==> src/rtl/mandelbrot_lanes_if.sv <==
// Pixel stream from the lane engines to the pixel buffer / VGA path.
// The master drives the pixel and valid; the slave drives ready.
interface mandelbrot_lanes_if #(
  parameter int unsigned OUTWIDTH = 4,
  parameter int unsigned WIDTH    = 320,
  parameter int unsigned HEIGHT   = 240
);
  localparam int unsigned XW = (WIDTH > 1) ? $clog2(WIDTH) : 1;
  localparam int unsigned YW = (HEIGHT > 1) ? $clog2(HEIGHT) : 1;

  logic                out_valid;
  logic                out_ready;
  logic [OUTWIDTH-1:0] out_ctr;
  logic [XW-1:0]       out_x;
  logic [YW-1:0]       out_y;
  logic                out_last;

  modport master (
    output out_valid, out_ctr, out_x, out_y, out_last,
    input  out_ready
  );

  modport slave (
    input  out_valid, out_ctr, out_x, out_y, out_last,
    output out_ready
  );
endinterface

==> src/rtl/mandelbrot_lanes.sv <==
// mandelbrot_lanes: LANES parallel escape-time engines on horizontally
// adjacent pixels, streaming quantised counts in raster order.
// Fixed point: signed BITWIDTH bits with BITWIDTH-3 fraction bits.
// Each lane step is z <- z^2 + c; a lane escapes when |z|^2 > 4 (size)
// or when the next z does not fit in BITWIDTH bits (overflow).
// Optional feature: define MANDELBROT_JULIA_EN to enable Julia mode.
module mandelbrot_lanes #(
  parameter int unsigned BITWIDTH = 10,
  parameter int unsigned CTRWIDTH = 7,
  parameter int unsigned OUTWIDTH = 4,
  parameter int unsigned LANES    = 4,
  parameter int unsigned WIDTH    = 320,
  parameter int unsigned HEIGHT   = 240
) (
  input  logic                        clk,
  input  logic                        reset,
  input  logic                        i_run,
  output logic                        o_busy,
  output logic                        o_frame_done,
  input  logic [CTRWIDTH-1:0]         i_max_ctr,
  input  logic [$clog2(CTRWIDTH)-1:0] i_ctr_shift,
  input  logic [BITWIDTH-1:0]         i_step,
  input  logic [BITWIDTH-1:0]         i_cr_offset,
  input  logic [BITWIDTH-1:0]         i_ci_offset,
  input  logic                        i_julia,
  input  logic [BITWIDTH-1:0]         i_jr,
  input  logic [BITWIDTH-1:0]         i_ji,
  mandelbrot_lanes_if.master          o_pix
);
  localparam int unsigned FRAC = BITWIDTH - 3;
  localparam int unsigned EW   = 2 * BITWIDTH + 2;
  localparam int unsigned MW   = 2 * BITWIDTH;
  localparam int unsigned SW   = $clog2(CTRWIDTH);
  localparam int unsigned XW   = (WIDTH > 1) ? $clog2(WIDTH) : 1;
  localparam int unsigned YW   = (HEIGHT > 1) ? $clog2(HEIGHT) : 1;
  localparam int unsigned LW   = (LANES > 1) ? $clog2(LANES) : 1;
  localparam int unsigned QMAX = (1 << OUTWIDTH) - 1;

  localparam logic signed [EW-1:0] C_LIM = EW'(4) << (2 * FRAC);
  localparam logic signed [EW-1:0] C_MAX = EW'((1 << (BITWIDTH - 1)) - 1);
  localparam logic signed [EW-1:0] C_MIN = EW'(-(1 << (BITWIDTH - 1)));

  typedef enum logic [1:0] {S_IDLE, S_LOAD, S_ITER, S_DRAIN} state_t;

  state_t r_state, w_state_nxt;

  // Frame parameters latched at start
  logic [CTRWIDTH-1:0] r_max;
  logic [SW-1:0]       r_shift;
  logic [BITWIDTH-1:0] r_step;
  logic [BITWIDTH-1:0] r_cr_off;
  logic [BITWIDTH-1:0] r_cr_base;
  logic [BITWIDTH-1:0] r_ci_row;
  logic [XW-1:0]       r_x;
  logic [YW-1:0]       r_y;
`ifdef MANDELBROT_JULIA_EN
  logic                r_julia;
  logic [BITWIDTH-1:0] r_jr;
  logic [BITWIDTH-1:0] r_ji;
`else
  logic                w_unused_julia;
  assign w_unused_julia = ^{i_julia, i_jr, i_ji};
`endif

  // Per-lane engine state
  logic signed [BITWIDTH-1:0] r_zr [LANES];
  logic signed [BITWIDTH-1:0] r_zi [LANES];
  logic signed [BITWIDTH-1:0] r_cr [LANES];
  logic signed [BITWIDTH-1:0] r_ci [LANES];
  logic [CTRWIDTH-1:0]        r_ctr [LANES];
  logic [LANES-1:0]           r_frozen;
  logic [LW-1:0]              r_lane;

  // Registered outputs
  logic                r_busy;
  logic                r_frame_done;
  logic                r_out_valid;
  logic [OUTWIDTH-1:0] r_out_ctr;
  logic [XW-1:0]       r_out_x;
  logic [YW-1:0]       r_out_y;
  logic                r_out_last;

  // Lane ALU results and pixel offsets
  logic [BITWIDTH-1:0]        w_koff [LANES];
  logic signed [BITWIDTH-1:0] w_nr [LANES];
  logic signed [BITWIDTH-1:0] w_ni [LANES];
  logic [LANES-1:0]           w_frz;
  logic                       w_all_done;

  // FSM strobes
  logic          w_start, w_load, w_drain_go, w_xfer, w_grp_end;
  logic          w_row_end, w_last_grp;
  logic [LW-1:0] w_sel;
  logic [BITWIDTH-1:0] w_grp_step;

  assign w_grp_step = BITWIDTH'(LANES) * r_step;
  assign w_row_end  = (32'(r_x) + LANES == WIDTH);
  assign w_last_grp = w_row_end && (r_y == YW'(HEIGHT - 1));
  assign w_sel      = w_drain_go ? '0 : r_lane + LW'(1);
  assign w_all_done = &(r_frozen | w_frz);

  // One z^2 + c step per lane with escape/overflow flags on the current z
  for (genvar g = 0; g < LANES; g++) begin : g_lane
    logic signed [MW-1:0] w_zr_e, w_zi_e, w_rr, w_ii, w_ri;
    logic signed [EW-1:0] w_mag, w_re, w_im;
    logic                 w_size, w_ovf;

    assign w_koff[g] = BITWIDTH'(g) * r_step;
    assign w_zr_e    = MW'(r_zr[g]);
    assign w_zi_e    = MW'(r_zi[g]);
    assign w_rr      = w_zr_e * w_zr_e;
    assign w_ii      = w_zi_e * w_zi_e;
    assign w_ri      = w_zr_e * w_zi_e;
    assign w_mag     = EW'(w_rr) + EW'(w_ii);
    assign w_re      = ((EW'(w_rr) - EW'(w_ii)) >>> FRAC) + EW'(r_cr[g]);
    assign w_im      = ((EW'(w_ri) <<< 1) >>> FRAC) + EW'(r_ci[g]);
    assign w_size    = (w_mag > C_LIM);
    assign w_ovf     = (w_re > C_MAX) || (w_re < C_MIN) ||
                       (w_im > C_MAX) || (w_im < C_MIN);
    assign w_nr[g]   = BITWIDTH'(w_re);
    assign w_ni[g]   = BITWIDTH'(w_im);
    assign w_frz[g]  = !r_frozen[g] && (w_size || w_ovf || (r_ctr[g] == r_max));
  end

  function automatic logic [OUTWIDTH-1:0] quant(input logic [CTRWIDTH-1:0] c,
                                               input logic [SW-1:0] s);
    logic [CTRWIDTH-1:0] v;
    v = c >> s;
    if (32'(v) > QMAX) return '1;
    return OUTWIDTH'(v);
  endfunction

  // State register
  always_ff @(posedge clk) begin
    if (reset) r_state <= S_IDLE;
    else       r_state <= w_state_nxt;
  end

  // Next-state and control strobes
  always_comb begin
    w_state_nxt = r_state;
    w_start     = 1'b0;
    w_load      = 1'b0;
    w_drain_go  = 1'b0;
    w_xfer      = 1'b0;
    w_grp_end   = 1'b0;
    case (r_state)
      S_IDLE: begin
        if (i_run) begin
          w_start     = 1'b1;
          w_state_nxt = S_LOAD;
        end
      end
      S_LOAD: begin
        w_load      = 1'b1;
        w_state_nxt = S_ITER;
      end
      S_ITER: begin
        if (w_all_done) begin
          w_drain_go  = 1'b1;
          w_state_nxt = S_DRAIN;
        end
      end
      S_DRAIN: begin
        if (r_out_valid && o_pix.out_ready) begin
          w_xfer = 1'b1;
          if (r_lane == LW'(LANES - 1)) begin
            w_grp_end   = 1'b1;
            w_state_nxt = w_last_grp ? S_IDLE : S_LOAD;
          end
        end
      end
      default: w_state_nxt = S_IDLE;
    endcase
  end

  // Datapath: parameter latch, lane engines, drain sequencing, outputs
  always_ff @(posedge clk) begin
    if (reset) begin
      r_busy       <= 1'b0;
      r_frame_done <= 1'b0;
      r_out_valid  <= 1'b0;
      r_out_ctr    <= '0;
      r_out_x      <= '0;
      r_out_y      <= '0;
      r_out_last   <= 1'b0;
      r_lane       <= '0;
      r_frozen     <= '1;
      r_max        <= '0;
      r_shift      <= '0;
      r_step       <= '0;
      r_cr_off     <= '0;
      r_cr_base    <= '0;
      r_ci_row     <= '0;
      r_x          <= '0;
      r_y          <= '0;
`ifdef MANDELBROT_JULIA_EN
      r_julia      <= 1'b0;
      r_jr         <= '0;
      r_ji         <= '0;
`endif
      for (int k = 0; k < LANES; k++) begin
        r_zr[k]  <= '0;
        r_zi[k]  <= '0;
        r_cr[k]  <= '0;
        r_ci[k]  <= '0;
        r_ctr[k] <= '0;
      end
    end else begin
      r_busy       <= (w_state_nxt != S_IDLE);
      r_frame_done <= w_grp_end && w_last_grp;

      if (w_start) begin
        r_max     <= i_max_ctr;
        r_shift   <= i_ctr_shift;
        r_step    <= i_step;
        r_cr_off  <= i_cr_offset;
        r_cr_base <= i_cr_offset;
        r_ci_row  <= i_ci_offset;
        r_x       <= '0;
        r_y       <= '0;
`ifdef MANDELBROT_JULIA_EN
        r_julia   <= i_julia;
        r_jr      <= i_jr;
        r_ji      <= i_ji;
`endif
      end

      if (w_load) begin
        r_frozen <= '0;
        for (int k = 0; k < LANES; k++) begin
          r_ctr[k] <= '0;
`ifdef MANDELBROT_JULIA_EN
          if (r_julia) begin
            r_zr[k] <= r_cr_base + w_koff[k];
            r_zi[k] <= r_ci_row;
            r_cr[k] <= r_jr;
            r_ci[k] <= r_ji;
          end else begin
            r_zr[k] <= '0;
            r_zi[k] <= '0;
            r_cr[k] <= r_cr_base + w_koff[k];
            r_ci[k] <= r_ci_row;
          end
`else
          r_zr[k] <= '0;
          r_zi[k] <= '0;
          r_cr[k] <= r_cr_base + w_koff[k];
          r_ci[k] <= r_ci_row;
`endif
        end
      end

      if (r_state == S_ITER) begin
        for (int k = 0; k < LANES; k++) begin
          if (w_frz[k]) begin
            r_frozen[k] <= 1'b1;
          end else if (!r_frozen[k]) begin
            r_zr[k]  <= w_nr[k];
            r_zi[k]  <= w_ni[k];
            r_ctr[k] <= r_ctr[k] + CTRWIDTH'(1);
          end
        end
      end

      if (w_drain_go || (w_xfer && !w_grp_end)) begin
        r_lane      <= w_sel;
        r_out_valid <= 1'b1;
        r_out_ctr   <= quant(r_ctr[w_sel], r_shift);
        r_out_x     <= r_x + XW'(w_sel);
        r_out_y     <= r_y;
        r_out_last  <= w_last_grp && (w_sel == LW'(LANES - 1));
      end else if (w_grp_end) begin
        r_out_valid <= 1'b0;
        r_out_last  <= 1'b0;
        if (w_row_end) begin
          r_x       <= '0;
          r_cr_base <= r_cr_off;
          r_y       <= r_y + YW'(1);
          r_ci_row  <= r_ci_row + r_step;
        end else begin
          r_x       <= r_x + XW'(LANES);
          r_cr_base <= r_cr_base + w_grp_step;
        end
      end
    end
  end

  assign o_busy          = r_busy;
  assign o_frame_done    = r_frame_done;
  assign o_pix.out_valid = r_out_valid;
  assign o_pix.out_ctr   = r_out_ctr;
  assign o_pix.out_x     = r_out_x;
  assign o_pix.out_y     = r_out_y;
  assign o_pix.out_last  = r_out_last;
endmodule

==> src/flat_wrapper.sv <==
// flat-port wrapper written by rule: the top's interface ports become plain ports
module mandelbrot_lanes_flat 
#(
  parameter int unsigned BITWIDTH = 10,
  parameter int unsigned CTRWIDTH = 7,
  parameter int unsigned OUTWIDTH = 4,
  parameter int unsigned LANES    = 4,
  parameter int unsigned WIDTH    = 320,
  parameter int unsigned HEIGHT   = 240
)
  (clk, reset, i_run, o_busy, o_frame_done, i_max_ctr, i_ctr_shift, i_step, i_cr_offset, i_ci_offset, i_julia, i_jr, i_ji, o_pix_out_valid, o_pix_out_ctr, o_pix_out_x, o_pix_out_y, o_pix_out_last, o_pix_out_ready);
  mandelbrot_lanes_if #(.OUTWIDTH(OUTWIDTH), .WIDTH(WIDTH), .HEIGHT(HEIGHT)) o_pix_i ();
  input  logic clk;
  input  logic reset;
  input  logic i_run;
  output logic o_busy;
  output logic o_frame_done;
  input  logic [CTRWIDTH-1:0] i_max_ctr;
  input  logic [$clog2(CTRWIDTH)-1:0] i_ctr_shift;
  input  logic [BITWIDTH-1:0] i_step;
  input  logic [BITWIDTH-1:0] i_cr_offset;
  input  logic [BITWIDTH-1:0] i_ci_offset;
  input  logic i_julia;
  input  logic [BITWIDTH-1:0] i_jr;
  input  logic [BITWIDTH-1:0] i_ji;
  output wire logic [$bits(o_pix_i.out_valid)-1:0] o_pix_out_valid;
  output wire logic [$bits(o_pix_i.out_ctr)-1:0] o_pix_out_ctr;
  output wire logic [$bits(o_pix_i.out_x)-1:0] o_pix_out_x;
  output wire logic [$bits(o_pix_i.out_y)-1:0] o_pix_out_y;
  output wire logic [$bits(o_pix_i.out_last)-1:0] o_pix_out_last;
  input wire logic [$bits(o_pix_i.out_ready)-1:0] o_pix_out_ready;
  assign o_pix_out_valid = o_pix_i.out_valid;
  assign o_pix_out_ctr = o_pix_i.out_ctr;
  assign o_pix_out_x = o_pix_i.out_x;
  assign o_pix_out_y = o_pix_i.out_y;
  assign o_pix_out_last = o_pix_i.out_last;
  assign o_pix_i.out_ready = o_pix_out_ready;
  mandelbrot_lanes #(.BITWIDTH(BITWIDTH), .CTRWIDTH(CTRWIDTH), .OUTWIDTH(OUTWIDTH), .LANES(LANES), .WIDTH(WIDTH), .HEIGHT(HEIGHT)) u_core (.clk(clk), .reset(reset), .i_run(i_run), .o_busy(o_busy), .o_frame_done(o_frame_done), .i_max_ctr(i_max_ctr), .i_ctr_shift(i_ctr_shift), .i_step(i_step), .i_cr_offset(i_cr_offset), .i_ci_offset(i_ci_offset), .i_julia(i_julia), .i_jr(i_jr), .i_ji(i_ji), .o_pix(o_pix_i));
endmodule
==> config.mk <==
export PLATFORM = sky130hd
export DESIGN_NAME = mandelbrot_lanes_flat
export DESIGN_NICKNAME = d
export VERILOG_FILES = /design/src/rtl/mandelbrot_lanes_if.sv /design/src/rtl/mandelbrot_lanes.sv /design/src/flat_wrapper.sv
export SDC_FILE = /design/constraint.sdc
export NUM_CORES = 2
export LEC_CHECK = 0
export ABC_AREA = 1
export BUFFER_PORTS_ARGS = -buffer_cell sky130_fd_sc_hd__buf_2
export CAP_MARGIN = 5
export CORE_MARGIN = 4
export CORE_UTILIZATION = 65
export DETAILED_ROUTE_END_ITERATION = 10
export PLACE_DENSITY = 0.82
export REMOVE_ABC_BUFFERS = 1
export SLEW_MARGIN = 40
export SYNTH_ARGS = -nofsm -noshare
export SYNTH_HDL_FRONTEND = slang
export SYNTH_SLANG_ARGS = --single-unit
export TNS_END_PERCENT = 5
==> constraint.sdc <==
create_clock -name clk -period 12.1 [get_ports clk]
set_input_delay 1.21 -clock clk [delete_from_list [all_inputs] [get_ports clk]]
set_output_delay 1.21 -clock clk [all_outputs]
set_load 0.005 [all_outputs]
==> implementation parameters <==
Parameter                              Value

Worst setup path
  Most numerous cell on the critical path ... nand2_1
  Startpoint kind of the worst setup timing path ... register
  Max Fanout on Critical Path ... 21
  WP data required ... 12.60 ns
  Data arrival time of the worst path ... 11.60 ns
  Slowest Stage Delay on Critical Path ... 0.90 ns
  Critical path start-end classification ... reg2reg
  CP max-delay cell ... edfxtp_1
  Crit. End Element ... register

STA
  Transition time at the pin with the least slew margin ... 0.883 ns
  Maximum frequency from static timing analysis ... 0.0901 GHz
  Final hold violations ... 0
  Final-layout setup total negative slack ... 0 ns
  Post-Route Skew ... 0.0315 ns
  Relative slew slack ... 41.1%
  Part of the cycle the worst path needs ... 91.8%
  Slew Viols, Final ... 0
  RSZ-0062 raised after global routing ... false
  Final critical delay including setup and external delays ... 11.10 ns
  Final setup violation count ... 0

Global routing
  Busiest layer in global routing ... met2
  Total global-route track usage ... 31.3%
  Met3 GRT Util ... 3.91%
  Remaining Overflow, GRT ... 0
  Via count of the first global-routing pass ... 59600
  Pin count of the biggest net entering global routing ... 68
  Global-route wire length before repair ... 290000 um
  Met2 track demand over resource in global routing ... 52.8%
  Number of antenna violations at the first check in global routing ... 2
  Met1 global-route usage ... 42.2%

Synth
  Netlist area before placement ... 0.0703 sq mm
  Warning count from the yosys run ... 0
  Ys flop type ... edfxtp_1
  Sequential element share of the synthesized area ... 9.13%
  Flip-flop and latch count after synthesis ... 256
  Number of different library cells in the post-synthesis netlist ... 58
  Biggest area contributors in the synthesized netlist ... fa_1 (29%), ha_1 (16%), inv_1 (14%)
  Cell type with the largest total area after synthesis ... fa_1
  Share of the synthesized area in the top cell type ... 29.3%
  Proportion of register bits with asynchronous set or reset after synthesis ... 0%
  Synth Area per Inst ... 7.47 sq um
  Post-Syn Instances ... 9410
  Number of enable flip-flop cells after synthesis ... 129

Detailed routing
  Ratio of routed vias to standard cells ... 5.41
  Pre-antenna DRT Iters ... 7
  Drc violations ... 0
  Vias ... 58200
  Iter 0 DRT Violations ... 4465
  Total Wirelength ... 174000 um
  Number of antenna-violating nets in the routed design ... 0
  Post-DR wirelength/cell ... 16.2 um

Placement
  I/O Buffers ... 68
  Routability congestion estimate ... 0.979
  Detail Placement HPWL ... 145000 um

Final layout
  Fillcell total ... 8957
  Area grow syn2layout ... 3.76%
  Total Nets Final ... 11300
  Leading cell type in the layout, fill and taps excluded ... inv_1
  Ratio of cells with drive above 1 in the final layout ... 3.33%
  Leading cell types in the layout, fill and taps excluded ... inv_1 (2538), nand2_1 (1991), fa_1 (1028), ha_1 (882), nor2_1 (546)

Clock tree
  Source-to-sink clock delay at the later pin of the worst-skew pair ... 0.59 ns
  CTS buffer count ... 27
  Clock tree from TritonCTS ... yes
  Number of sinks handled by clock tree synthesis ... 256
  Cell at the root of the clock tree ... clkbuf_16
  Clock transition at the registers of the reported paths ... 0.07 ns
  Clk buf depth ... 3
  CTS H-tree lvls ... 1
  Total of hold buffers inserted after clock tree synthesis ... 0
  Post CTS Setup Buffer Count ... 0
  Number of cells upsized or downsized after cts ... 0

Die
  Vertical die dimension ... 337 um
  Starting Density ... 65.5%
  Total number of placement rows ... 120
  Die Wd ... 337 um
  Core area ... 0.107 sq mm
  I/O Pins ... 90
  Die Outline Area ... 0.113 sq mm

Worst hold path
  Type of the most critical hold path ... reg2reg

Run
  Maximum capacitance violations ... 0

Run status
  Status ... complete, no violations
==> per-layer routing <==
layer / share of wire [%] / routed length (um) / vias up
li1: - / - / 27900
met1: 42 / 73200 / 27900
met2: 47 / 81200 / 1955
met3: 7.4 / 12900 / 361
met4: 3.7 / 6460 / 0
met5: 0 / 0 / -
==> final timing paths <==
check | from | end | slack, ns | cells past startpoint
max reg2reg | u_core.r_zi[3][5] | u_core.o_pix.out_x[8] | 1.0 | 58
min reg2reg | u_core.r_cr_off[9] | u_core.r_cr_off[9] | 0.47 | 2
min | u_core.r_cr_off[9] | u_core.r_cr_off[9] | 0.47 | 2
max | u_core.r_zi[3][5] | u_core.o_pix.out_x[8] | 1.0 | 58
==> synth_stat cells, types with 27 or more instances <==
cell type	count
dfxtp_1	127
fa_1	1028
xnor2_1	159
o21bai_1	72
ha_1	882
nor3_1	55
a21o_1	27
xor2_1	314
buf_2	34
nand3_1	348
nor2_1	550
a21oi_1	444
inv_1	2541
or2_2	32
o21ai_0	149
clkbuf_1	175
edfxtp_1	129
nand2_1	1994
buf_1	37
nand4_1	82
==> worst max-delay path: cells and delay by family, from the launching register on <==
kind	cells	cell delay, ns
compound gates	14	3.05
xor+xnor	2	0.43
fa+ha+maj	10	3.92
buf+inv	10	0.89
flops	1	0.90
simple gates	22	1.85
==> area by class of cell <==
type	instances	area, sq um	share of cell area [%]
multi-input cells	6333	53200	73.0
inverters	2570	9650	13.2
flip-flops and latches	256	6420	8.81
well taps	1403	1760	2.41
repair buffers	141	941	1.29
clock buffers	29	704	0.966
clock inverters	21	218	0.299
diodes	1	2.50	0.00343
==> kinds of logic after synthesis <==
group	Yosys count	synth area share (%)
AO/OA/AOI/OAI	803	6.46
buffers and inverters	2821	15.2
adder cells (fa/ha/maj)	1910	45.0
AND/OR/NAND/NOR	3147	18.4
flip-flops	256	9.13
XOR/XNOR	473	5.90
==> sequential cells by signal, summed over array words and instances (netlist names), 2 cells and up <==
name / cells
u_core.r_cr_off: 10
u_core.r_state: 2
u_core.r_ci: 10
u_core.r_step: 10
u_core.o_pix.out_ctr: 4
u_core.o_pix.out_y: 8
u_core.r_ctr: 28
u_core.r_shift: 3
u_core.r_y: 8
u_core.o_pix.out_x: 9
u_core.r_max: 7
u_core.r_ci_row: 10
u_core.r_x: 9
u_core.r_zr: 40
u_core.r_cr_base: 10
u_core.r_zi: 40
u_core.r_frozen: 4
u_core.r_lane: 2
u_core.r_cr: 38
==> metrics by stage <==
stage               hold WS (ns)  cell area, sq um  setup slack (ns)  std cells  util [%]
CTS                        0.462             72800              1.20      10700      68.0
detailed placement         0.452             71900              1.26      10700      67.1
global placement           0.448             71800              1.27      10700      67.0
finish                     0.465             72900             0.996      10800      68.0
floorplan                  0.436             69300              2.60       9159         -
global route               0.481             72900             0.295      10800      68.0
Power is left out: the tool's default activity adds up to more than one toggle a clock period on the data nets, which glitch-free logic cannot reach.
